## config.mk

```make
export PLATFORM = sky130hd
export DESIGN_NAME = rbe_binconv_sched
export DESIGN_NICKNAME = d
export VERILOG_FILES = /design/src/rtl/rbe_binconv_sched.sv
export SDC_FILE = /design/constraint.sdc
export NUM_CORES = 1
export LEC_CHECK = 0
export CAP_MARGIN = 20
export CORE_MARGIN = 2
export CORE_UTILIZATION = 54
export CTS_BUF_LIST = sky130_fd_sc_hd__clkbuf_16
export DETAILED_ROUTE_END_ITERATION = 16
export GPL_TIMING_DRIVEN = 0
export PLACE_DENSITY = 0.85
export SETUP_SLACK_MARGIN = 0.4
export SKIP_LAST_GASP = 1
export SYNTH_ARGS = -nofsm -noshare
export SYNTH_HDL_FRONTEND = slang
export SYNTH_SLANG_ARGS = --single-unit
```

## constraint.sdc

```tcl
create_clock -name clk_i -period 5.9 [get_ports clk_i]
set_clock_uncertainty 0.15 [all_clocks]
set_input_delay 1.18 -clock clk_i [delete_from_list [all_inputs] [get_ports clk_i]]
set_output_delay 1.18 -clock clk_i [all_outputs]
set_load 0.01 [all_outputs]
```

## src/rtl/rbe_binconv_sched.sv

```systemverilog
// Step scheduler for one BinConv row: walks K iterations x activation tiles x
// (optional two offset steps + QW weight bit-planes). Optional perf counters: RBE_SCHED_PERF_CNT_EN.
module rbe_binconv_sched #(
  parameter int QW_MAX       = 8,
  parameter int QA_TILES_MAX = 2,
  parameter int K_ITER_W     = 8
) (
  input  logic                       clk_i,
  input  logic                       rst_i,
  input  logic                       clear_i,
  input  logic                       start_i,
  input  logic [$clog2(QW_MAX):0]    cfg_qw_i,
  input  logic [1:0]                 cfg_qa_tiles_i,
  input  logic [K_ITER_W-1:0]        cfg_k_iter_i,
  input  logic                       cfg_offset_en_i,
  input  logic                       step_ready_i,
  output logic                       step_valid_o,
  output logic [$clog2(QW_MAX)-1:0]  qw_idx_o,
  output logic                       qa_tile_sel_o,
  output logic                       offset_en_o,
  output logic                       offset_state_o,
  output logic [K_ITER_W-1:0]        k_idx_o,
  output logic                       last_o,
  output logic                       busy_o,
  output logic                       done_o
`ifdef RBE_SCHED_PERF_CNT_EN
  ,
  output logic [31:0]                stall_cnt_o,
  output logic [31:0]                step_cnt_o
`endif
);

  localparam int QW_W = $clog2(QW_MAX);

  typedef enum logic [1:0] {IDLE, OFFS, COMP, DONE} state_t;

  state_t              state_reg, state_next;
  logic [QW_W-1:0]     qw_idx_reg, qw_idx_next;
  logic                tile_reg, tile_next;
  logic [K_ITER_W-1:0] k_idx_reg, k_idx_next;
  logic                phase_reg, phase_next;
  logic [QW_W-1:0]     qw_last_reg, qw_last_next;
  logic                tile_last_reg, tile_last_next;
  logic [K_ITER_W-1:0] k_last_reg, k_last_next;
  logic                offset_reg, offset_next;

  logic [QW_W:0] qw_eff;
  logic [1:0]    tiles_eff;
  logic          accept;
  logic          qw_wrap;
  logic          tile_wrap;
  logic          k_wrap;

  // Out-of-range configuration is folded into [1, MAX] before latching.
  assign qw_eff = (cfg_qw_i == '0) ? (QW_W+1)'(1) :
                  (cfg_qw_i > (QW_W+1)'(QW_MAX)) ? (QW_W+1)'(QW_MAX) : cfg_qw_i;
  assign tiles_eff = (cfg_qa_tiles_i == 2'd0) ? 2'd1 :
                     (cfg_qa_tiles_i > 2'(QA_TILES_MAX)) ? 2'(QA_TILES_MAX) : cfg_qa_tiles_i;

  assign step_valid_o   = (state_reg == OFFS) || (state_reg == COMP);
  assign accept         = step_valid_o && step_ready_i;
  assign qw_wrap        = (qw_idx_reg == qw_last_reg);
  assign tile_wrap      = (tile_reg == tile_last_reg);
  assign k_wrap         = (k_idx_reg == k_last_reg);

  assign qw_idx_o       = (state_reg == COMP) ? qw_idx_reg : '0;
  assign qa_tile_sel_o  = tile_reg;
  assign offset_en_o    = (state_reg == OFFS);
  assign offset_state_o = (state_reg == OFFS) && phase_reg;
  assign k_idx_o        = k_idx_reg;
  assign last_o         = (state_reg == COMP) && qw_wrap && tile_wrap && k_wrap;
  assign busy_o         = (state_reg != IDLE);
  assign done_o         = (state_reg == DONE);

  always_ff @(posedge clk_i or posedge rst_i) begin
    if (rst_i) begin
      state_reg     <= IDLE;
      qw_idx_reg    <= '0;
      tile_reg      <= 1'b0;
      k_idx_reg     <= '0;
      phase_reg     <= 1'b0;
      qw_last_reg   <= '0;
      tile_last_reg <= 1'b0;
      k_last_reg    <= '0;
      offset_reg    <= 1'b0;
    end else begin
      state_reg     <= state_next;
      qw_idx_reg    <= qw_idx_next;
      tile_reg      <= tile_next;
      k_idx_reg     <= k_idx_next;
      phase_reg     <= phase_next;
      qw_last_reg   <= qw_last_next;
      tile_last_reg <= tile_last_next;
      k_last_reg    <= k_last_next;
      offset_reg    <= offset_next;
    end
  end

  always_comb begin
    state_next     = state_reg;
    qw_idx_next    = qw_idx_reg;
    tile_next      = tile_reg;
    k_idx_next     = k_idx_reg;
    phase_next     = phase_reg;
    qw_last_next   = qw_last_reg;
    tile_last_next = tile_last_reg;
    k_last_next    = k_last_reg;
    offset_next    = offset_reg;
    if (clear_i) begin
      state_next  = IDLE;
      qw_idx_next = '0;
      tile_next   = 1'b0;
      k_idx_next  = '0;
      phase_next  = 1'b0;
    end else begin
      case (state_reg)
        IDLE: begin
          if (start_i) begin
            qw_last_next   = QW_W'(qw_eff - 1'b1);
            tile_last_next = 1'(tiles_eff - 2'd1);
            k_last_next    = cfg_k_iter_i - 1'b1;
            offset_next    = cfg_offset_en_i;
            if (cfg_k_iter_i == '0) state_next = DONE;
            else if (cfg_offset_en_i) state_next = OFFS;
            else state_next = COMP;
          end
        end
        OFFS: begin
          if (accept) begin
            phase_next = ~phase_reg;
            if (phase_reg) state_next = COMP;
          end
        end
        COMP: begin
          if (accept) begin
            if (!qw_wrap) begin
              qw_idx_next = qw_idx_reg + 1'b1;
            end else begin
              qw_idx_next = '0;
              state_next  = offset_reg ? OFFS : COMP;
              if (!tile_wrap) begin
                tile_next = tile_reg + 1'b1;
              end else begin
                tile_next = 1'b0;
                if (!k_wrap) begin
                  k_idx_next = k_idx_reg + 1'b1;
                end else begin
                  // Counters are already back at zero when DONE is entered.
                  k_idx_next = '0;
                  state_next = DONE;
                end
              end
            end
          end
        end
        DONE: state_next = IDLE;
        default: state_next = IDLE;
      endcase
    end
  end

`ifdef RBE_SCHED_PERF_CNT_EN
  logic [31:0] stall_cnt_reg;
  logic [31:0] step_cnt_reg;

  always_ff @(posedge clk_i or posedge rst_i) begin
    if (rst_i) begin
      stall_cnt_reg <= '0;
      step_cnt_reg  <= '0;
    end else if (clear_i || ((state_reg == IDLE) && start_i)) begin
      stall_cnt_reg <= '0;
      step_cnt_reg  <= '0;
    end else begin
      if (step_valid_o && !step_ready_i && !(&stall_cnt_reg)) stall_cnt_reg <= stall_cnt_reg + 1'b1;
      if (accept && !(&step_cnt_reg)) step_cnt_reg <= step_cnt_reg + 1'b1;
    end
  end

  assign stall_cnt_o = stall_cnt_reg;
  assign step_cnt_o  = step_cnt_reg;
`endif

endmodule
```

==> results of run 1 <==
[cell type report]
class	instances	area share
multi-input cells	139	0.431
repair buffers	37	0.173
flip-flops and latches	28	0.312
inverters	11	0.0184
well taps	44	0.0245
plain buffers	4	0.00835
clock buffers	3	0.0334
[Yosys cell counts (all sizes together) (2+ instances only)]
library cell  number
nor4               3
clkbuf             3
nor2               6
mux2               3
mux2i              2
xor2              10
ha                 9
dfrtp             28
nand3             11
nor3b              3
nand2             17
o21ai             17
nand4              2
a32o               4
a31oi              3
xnor2              8
o31ai              2
and2               5
a21oi              9
or4                3
and3               3
nor3               5
inv               11
nor2b              2
[placed cells by master, fill, tap and decap left out, types with 4 or more instances in the layout]
| cell type | count |
|---|---|
| a21oi_1 | 9 |
| a32o_1 | 4 |
| and2_1 | 4 |
| clkdlybuf4s50_1 | 36 |
| dfrtp_1 | 28 |
| ha_1 | 9 |
| inv_1 | 11 |
| nand2_1 | 17 |
| nand3_1 | 11 |
| nor2_1 | 6 |
| nor3_1 | 5 |
| o21ai_0 | 17 |
| xnor2_1 | 5 |
| xor2_1 | 10 |
[where the power goes]
group | switching [W] | total, W | internal [W]
Clock | 0.0000641 | 0.000154 | 0.0000900
Sequential | 0.0000445 | 0.000286 | 0.000241
Combinational | 0.000127 | 0.000244 | 0.000117
[worst min-delay path: cells and delay by family, from the launching register on]
family             cells  cell delay [ns]
and+or+nand+nor        1             0.05
DFF                    1             0.36
AOI/OAI and AO/OA      1             0.06
[worst max path at each step]
stage                                       from     end  slack [ns]  cells after the start
after floorplan           k_idx_o[5]$_DFFE_PP0P_  last_o        3.14                      4
after global placement    k_idx_o[5]$_DFFE_PP0P_  last_o        2.60                      5
after detailed placement  k_idx_o[5]$_DFFE_PP0P_  last_o        2.56                      5
after CTS                 k_idx_o[5]$_DFFE_PP0P_  last_o        2.24                      5
after global routing      k_idx_o[5]$_DFFE_PP0P_  last_o        2.07                      5
final                     k_idx_o[5]$_DFFE_PP0P_  last_o        2.23                      5
[logic make-up after synthesis]
group,synth area share
AO/OA/AOI/OAI,0.157
buffers and inverters,0.0347
AND/OR/NAND/NOR,0.203
flip-flops,0.405
adder cells (fa/ha/maj),0.0651
XOR/XNOR,0.104
multiplexers,0.0311
[per-layer routing]
layer  vias up  track usage  wire [um]
li1        740            -          -
met1       757        0.293       1740
met2        59        0.421       1940
met3        11       0.0341        206
met4         0       0.0870         84
met5         -            0          0
[metrics by stage]
step	std cells	hold WS, ns	area, um2	setup slack, ns	util
detailed placement	262	0.342	2150	2.56	0.703
CTS	265	0.357	2220	2.24	0.727
floorplan	182	0.319	1730	3.14	-
finish	266	0.352	2250	2.23	0.736
global placement	262	0.343	2150	2.60	0.703
global route	266	0.372	2250	2.07	0.736
==> results.cfg, run 1 <==
[synthesis]
synthesis.area_um2 = 1730
ys_warn_count = 0
netlist_top_cells_area = dfrtp_1 (40%), ha_1 (6.5%), xor2_1 (5.1%)
yosysTopAreaCell = dfrtp_1
syn-num-nets = 211
ys_seq_elements = 28
synthArstFlopShare = 1.00
synth-edff-count = 0
syn-instance-count = 182
ys_seq_area_frac = 0.405
ys.flop_type = dfrtp_1
synthDistinctLibCells = 40
yosysTopAreaCellShare = 0.405
syn_avg_cell_area_um2 = 9.51

[routing]
first_pass_iters = 4
drc_errors = 0
postRouteAntennaNets = 0
viasPerCell = 5.89
via_count = 1567
wirelength_um = 3970
post_drt_wl_per_cell_um = 14.9
drt_iter0_drc = 103

[setup_path]
required_ns = 4.57
cp.buffers_inverters = 1
cp_top_family = simple AND/OR/NAND/NOR gates
worstPathArrival_ns = 2.34
r2r-start = state_reg[0]$_DFFE_PP0P_
cp_max_fo = 7
cp_slowest_stage_delay_ns = 0.57
worstRegToRegCells = 7
critical-path-slowest-cell = clkdlybuf4s50_1
rr_endpoint = k_idx_o[5]$_DFFE_PP0P_
crit_path_end_kind = output pin
worstSetupStartpointType = flop
r2r_slack_ns = 3.48
crit_type = reg -> out
path_cells = xor2_1, nor4_2, nand2_1, nor3_1, clkdlybuf4s50_1

[sta]
slew_violations = 0
hold_violations = 0
tightest_slew_ns = 0.575
clock.fmax_mhz = 273
setup_tns_ns = 0
rsz0062_at_grt = no
finalWorstPathRequiredPeriod_ns = 3.67
period_share = 0.621
final-setup-viol-count = 0
maxSlewHeadroom = 0.614

[die]
start_util = 0.567
die_area_um2 = 3670
fp.coreArea_um2 = 3050
fp.dieH_um = 60.6
fp.dieW_um = 60.6
rows = 20
io_pins = 38

[cells_and_area]
nFillCells = 244
multi_input_area_um2 = 970
seqCellArea_um2 = 701
nets = 253
drive_gt1_frac = 0.0676
area_delta_synth_final_pct = 29.9
antenna-diode-count = 0

[min_path]
hold_path.class = reg -> reg
min_path_cells = 2
min_to = k_last_reg[1]$_DFFE_PP0P_
worstHoldStart = k_last_reg[1]$_DFFE_PP0P_

[job]
drv_cap = 0

[clock_tree]
htreeDepth = 1
post_cts_buffers = 0
hold_buffers = 0
cts-resized-gates = 0
cts_buffers = 3
cts-root-buf = clkbuf_16
cts_tree = built
clockBufferDepth = 2
clk-insertion-delay-late_ns = 0.26
numClockSinks = 28
path_clk_slew_ns = 0.06

[global_routing]
antenna_found_initial = 0
grt_max_degree = 29
track_usage = 0.238
grt_pass1_vias = 1443
grt_pass1_wl_um = 6490
overflow = 0

[run_status]
outcome = finished clean

[placed_design]
dp_hpwl_um = 3000
gp_congestion = 0.876
numPortBuffers = 36

[power_and_ir_drop]
ir_drop_uv = 196
leakagePower_nw = 0.968
p_total_w = 0.000684
power_density_nw_per_um2 = 304
No activity file was read; power rests on OpenSTA's default activity.
==> run 2: changes to the inputs <==
--- a/config.mk
+++ b/config.mk
@@ -7,11 +7,11 @@
 export LEC_CHECK = 0
 export CAP_MARGIN = 20
 export CORE_MARGIN = 2
-export CORE_UTILIZATION = 54
+export CORE_UTILIZATION = 50
 export CTS_BUF_LIST = sky130_fd_sc_hd__clkbuf_16
 export DETAILED_ROUTE_END_ITERATION = 16
 export GPL_TIMING_DRIVEN = 0
-export PLACE_DENSITY = 0.85
+export PLACE_DENSITY = 0.79
 export SETUP_SLACK_MARGIN = 0.4
 export SKIP_LAST_GASP = 1
 export SYNTH_ARGS = -nofsm -noshare
==> constraint.sdc (replaced) <==
create_clock -name clk_i -period 3.6 [get_ports clk_i]
set_clock_uncertainty 0.15 [all_clocks]
set_input_delay 0.72 -clock clk_i [delete_from_list [all_inputs] [get_ports clk_i]]
set_output_delay 0.72 -clock clk_i [all_outputs]
set_load 0.01 [all_outputs]
==> run 2 against run 1 <==
Net effect: clock-buffer cell count did not move; die area rose by 7.5%; sequential share of layout area fell by 0.66 points; via count rose by 0.26%; non-clock buffer count did not move; power rose by 77%; critical path type unchanged; largest cell class unchanged.
==> results.cfg, run 2 (same netlist as run 1, synthesis figures left out) <==
[run_status]
outcome = finished clean

[setup_path]
required_ns = 2.73
worstSetupStartpointType = flop
worstPathArrival_ns = 2.16
cp_max_fo = 7
r2r-start = state_reg[0]$_DFFE_PP0P_
crit_path_end_kind = output pin
crit_type = reg -> out
cp-startpoint = k_idx_o[6]$_DFFE_PP0P_

[cells_and_area]
final_common_cell = clkdlybuf4s50_1
area_delta_synth_final_pct = 32.8
layout_common_cells = clkdlybuf4s50_1 (36), dfrtp_1 (28), o21ai_0 (17), nand2_1 (16)
nets = 253
drive_gt1_frac = 0.0807
nFillCells = 270
antenna-diode-count = 0

[global_routing]
grt_max_degree = 29
antenna_found_initial = 0
grt_pass1_wl_um = 6750
grt_pass1_vias = 1523
overflow = 0
track_usage = 0.213

[clock_tree]
cts_tree = built
path_clk_slew_ns = 0.07
htreeDepth = 1
cts_buffers = 3
clk-insertion-delay-late_ns = 0.26
cts-root-buf = clkbuf_16
numClockSinks = 28
clockBufferDepth = 2

[power_and_ir_drop]
swShare = 0.327
power.internal_w = 0.000815
p_switching_w = 0.000396
leakagePower_nw = 0.985
power_density_nw_per_um2 = 527
ir_drop_uv = 246
pwr-share-clk = 0.273
p_seq_frac = 0.385
p_comb_frac = 0.342

[sta]
maxSlewHeadroom = 0.615
fin_ws_ns = 0.565
slew_violations = 0
setup_tns_ns = 0
finalWorstPathRequiredPeriod_ns = 3.03
rsz0062_at_grt = no
tightest_slew_ns = 0.573
final-setup-viol-count = 0
clock.fmax_mhz = 330
hold_violations = 0
period_share = 0.843

[job]
drv_cap = 0

[routing]
viasPerCell = 5.84
via_count = 1571
wirelength_um = 4010
postRouteAntennaNets = 0
drt_iter0_drc = 99
drc_errors = 0
first_pass_iters = 4
post_drt_wl_per_cell_um = 14.9

[min_path]
hold_path.class = reg -> reg
worstHoldStart = k_last_reg[2]$_DFFE_PP0P_

[placed_design]
dpl_worst_slack_ns = 0.723
gp_congestion = 0.884
numPortBuffers = 36
dp_hpwl_um = 2940

[die]
start_util = 0.519
rows = 21
fp.dieW_um = 62.8
fp.dieH_um = 62.8
io_pins = 38
die_area_um2 = 3950
fp.coreArea_um2 = 3340
[run 2: critical path, stage by stage (launching register included)]
cell,delay [ns]
dfrtp_1,0.47
xor2_1,0.21
nor4_2,0.34
nand2_2,0.17
nor3_2,0.15
clkdlybuf4s50_1,0.56
[run 2: routing by layer]
layer | GRT usage | vias to the layer above | part of all wire
met1 | 0.260 | 761 | 0.41
met2 | 0.371 | 63 | 0.52
met5 | 0 | - | 0
met3 | 0.0306 | 10 | 0.048
li1 | - | 737 | -
met4 | 0.0972 | 0 | 0.021
[run 2: what timing repair did]
action / 4_1_cts / 5_1_grt
hold buffers: 0 / 0
endpoints found under the setup margin: 0 / 1
gates resized for setup: 0 / 3
buffers inserted: 0 / 0
[run 2: power groups by stage]
stage	Combinational [W]	Sequential, W	Clock, W
2_1_floorplan	0.000280	0.000455	0
3_3_place_gp	0.000374	0.000464	0
3_5_place_dp	0.000391	0.000471	0
4_1_cts	0.000395	0.000466	0.000334
5_1_grt	0.000468	0.000475	0.000350
6_report	0.000414	0.000466	0.000330
[run 2: per-stage QoR]
stage	hold slack (ns)	cells	utilization	cell area (um2)	total power [W]
floorplan	0.319	182	-	1730	0.000734
global placement	0.337	264	0.644	2150	0.000839
detailed placement	0.343	264	0.644	2150	0.000862
CTS	0.359	268	0.675	2250	0.00119
global route	0.376	269	0.688	2300	0.00129
finish	0.356	269	0.688	2300	0.00121
[run 2: layout make-up]
cell class / count / area (um2) / share of cell area
Timing Repair Buffer: 37 / 388 / 0.169
Multi-Input combinational cell: 139 / 986 / 0.429
Tap cell: 46 / 57.6 / 0.0251
Clock inverter: 1 / 30.0 / 0.0131
Sequential cell: 28 / 701 / 0.305
Inverter: 11 / 41.3 / 0.0180
Buffer: 4 / 18.8 / 0.00817
Clock buffer: 3 / 75.1 / 0.0327
[run 2: final timing paths]
kind                                        endpoint  slack (ns)  cells past startpoint
max                                           last_o        0.57                      5
min                        k_last_reg[2]$_DFFE_PP0P_        0.36                      2
max reg2reg                   k_idx_o[5]$_DFFE_PP0P_        1.18                      7
min reg2reg                k_last_reg[2]$_DFFE_PP0P_        0.36                      2
max in group asynchronous     offset_reg$_DFFE_PP0P_        2.19                      3
min in group asynchronous  qw_idx_reg[1]$_DFFE_PP0P_        0.65                      2
==> run 3: changes to the inputs <==
--- a/config.mk
+++ b/config.mk
@@ -7,11 +7,11 @@
 export LEC_CHECK = 0
 export CAP_MARGIN = 20
 export CORE_MARGIN = 2
-export CORE_UTILIZATION = 50
+export CORE_UTILIZATION = 45
 export CTS_BUF_LIST = sky130_fd_sc_hd__clkbuf_16
 export DETAILED_ROUTE_END_ITERATION = 16
 export GPL_TIMING_DRIVEN = 0
-export PLACE_DENSITY = 0.79
+export PLACE_DENSITY = 0.75
 export SETUP_SLACK_MARGIN = 0.4
 export SKIP_LAST_GASP = 1
 export SYNTH_ARGS = -nofsm -noshare
==> constraint.sdc (replaced) <==
create_clock -name clk_i -period 2.6 [get_ports clk_i]
set_clock_uncertainty 0.15 [all_clocks]
set_input_delay 0.52 -clock clk_i [delete_from_list [all_inputs] [get_ports clk_i]]
set_output_delay 0.52 -clock clk_i [all_outputs]
set_load 0.01 [all_outputs]
==> run 3 against run 2 <==
Net effect: power increased by 38%; sequential cell count is the same; sequential power grew 37%; non-clock buffer count grew 17; final cell count increased by 7.1%; routed wire length is 2.1% higher; global-route usage decreased by 1.3 points; core utilization is 2.3 points lower; clock power grew 6%; clock-buffer cell count unchanged; critical endpoint unchanged; largest cell class unchanged; largest power group is now combinational cells.
==> results.cfg, run 3 (same netlist as run 1, synthesis figures left out) <==
[run_status]
outcome = finished clean

[clock_tree]
cts_tree = built
path_clk_slew_ns = 0.07
clockBufferDepth = 2
numClockSinks = 28
clk-insertion-delay-late_ns = 0.26
cts-root-buf = clkbuf_16
cts_buffers = 3
htreeDepth = 1

[die]
rows = 22
fp.dieW_um = 66.0
fp.dieH_um = 66.0
io_pins = 38
fp.coreArea_um2 = 3690
die_area_um2 = 4360
start_util = 0.469

[placed_design]
dpl_worst_slack_ns = -0.0751
gp_congestion = 0.808
place_area_um2 = 2150
dp_hpwl_um = 2740
dp.cells = 266
numPortBuffers = 36

[sta]
hold_violations = 0
rsz0062_at_grt = yes
period_share = 0.905
fin_ws_ns = 0.248
tightest_slew_ns = 0.521
slew_violations = 0
holdWs_ns = 0.348
maxSlewHeadroom = 0.653
final-setup-viol-count = 0
finalWorstPathRequiredPeriod_ns = 2.35
clock.fmax_mhz = 425

[setup_path]
required_ns = 1.93
cp_slowest_stage_delay_ns = 0.45
worstPathArrival_ns = 1.68
cp.buffers_inverters = 1
rr_endpoint = k_idx_o[2]$_DFFE_PP0P_
path_cells = xor2_1, nor4_2, nand2_2, nor3_2, buf_2
r2r_slack_ns = 0.51
worstSetupStartpointType = flop
r2r-start = k_idx_o[3]$_DFFE_PP0P_
cp_max_fo = 6
cp_top_family = simple AND/OR/NAND/NOR gates
crit_type = reg -> out
worstRegToRegCells = 7
critical-path-slowest-cell = dfrtp_2
crit_path_end_kind = output pin

[global_routing]
track_usage = 0.200
grt_pass1_vias = 1430
grt_pass1_wl_um = 6770
antenna_found_initial = 0
overflow = 0
grt_max_degree = 29

[power_and_ir_drop]
power_density_nw_per_um2 = 682
p_seq_frac = 0.382
swShare = 0.342
power.internal_w = 0.00110
pwr-share-clk = 0.208
ir_drop_uv = 365
p_switching_w = 0.000572
leakagePower_nw = 1.12
p_comb_frac = 0.410

[routing]
viasPerCell = 5.44
drc_errors = 0
drt_iter0_drc = 112
post_drt_wl_per_cell_um = 14.2
wirelength_um = 4090
postRouteAntennaNets = 0
first_pass_iters = 4
via_count = 1566

[min_path]
hold_path.class = reg -> reg
min_to = k_last_reg[2]$_DFFE_PP0P_
min_path_cells = 2
worstHoldStart = k_last_reg[2]$_DFFE_PP0P_

[cells_and_area]
final_common_cell = clkdlybuf4s50_1
nets = 270
area_delta_synth_final_pct = 41.9
post-route-cell-area_um2 = 2450
drive_gt1_frac = 0.213
layout_common_cells = clkdlybuf4s50_1 (27), dfrtp_1 (22), buf_4 (18), nand2_1 (16), o21ai_0 (16)
fin_cells = 288
antenna-diode-count = 0

[job]
drv_cap = 0
[run 3: changes by cell type in the layout (fill, tap and decap cells not counted), sizes merged]
| cell | previous run | this run |
|---|---|---|
| clkdlybuf4s50 | 36 | 27 |
| buf | 2 | 20 |
| dlygate4sd2 | 0 | 2 |
| bufinv | 1 | 0 |
| clkdlybuf4s15 | 0 | 3 |
| clkinv | 0 | 1 |
| dlymetal6s2s | 0 | 3 |
[run 3: how the worst max path moves through the flow]
stage | startpoint | to | slack [ns] | depth (start not counted)
2_1_floorplan | k_idx_o[5]$_DFFE_PP0P_ | last_o | 0.50 | 4
3_3_place_gp | k_idx_o[5]$_DFFE_PP0P_ | last_o | -0.07 | 5
3_5_place_dp | k_idx_o[5]$_DFFE_PP0P_ | last_o | -0.08 | 5
4_1_cts | k_idx_o[7]$_DFFE_PP0P_ | last_o | 0.22 | 5
5_1_grt | k_idx_o[3]$_DFFE_PP0P_ | last_o | 0.16 | 5
6_report | k_idx_o[3]$_DFFE_PP0P_ | last_o | 0.25 | 5
[run 3: metal layers]
| layer | GRT usage | wire [um] |
|---|---|---|
| met2 | 0.330 | 2070 |
| met3 | 0.0221 | 174 |
| met4 | 0.0459 | 27 |
| met1 | 0.285 | 1820 |
| met5 | 0 | 0 |
[run 3: worst min-delay path, cell delays in order, from the launching register on]
cell     delay, ns
dfrtp_1       0.36
nand2_1       0.05
o21ai_0       0.06
[run 3: power by group through the flow]
stage | clock [W] | sequential, W | combinational (W)
floorplan | 0 | 0.000630 | 0.000387
global placement | 0 | 0.000643 | 0.000525
detailed placement | 0 | 0.000649 | 0.000536
CTS | 0.000356 | 0.000637 | 0.000617
global route | 0.000377 | 0.000653 | 0.000760
finish | 0.000349 | 0.000640 | 0.000686
[run 3: area by class of cell]
cell class / instances / area (um2)
Fill cell: 315 / 1230
Multi-Input combinational cell: 139 / 1030
Sequential cell: 28 / 708
Timing Repair Buffer: 54 / 515
Clock buffer: 3 / 75.1
Tap cell: 48 / 60.1
Inverter: 11 / 41.3
Buffer: 4 / 21.3
Clock inverter: 1 / 3.75
[run 3: repair_timing]
action,CTS,global route
hold buffers,0,0
pin swaps,2,3
resized for setup,20,19
setup endpoints to repair,17,21
setup buffers,9,8
[run 3: through the flow]
| step | total power, W | utilization | setup TNS, ns |
|---|---|---|---|
| finish | 0.00167 | 0.666 | 0 |
| global route | 0.00179 | 0.666 | 0 |
| CTS | 0.00161 | 0.633 | 0 |
| detailed placement | 0.00118 | 0.583 | -0.114 |
| global placement | 0.00117 | 0.583 | -0.137 |
| floorplan | 0.00102 | - | 0 |
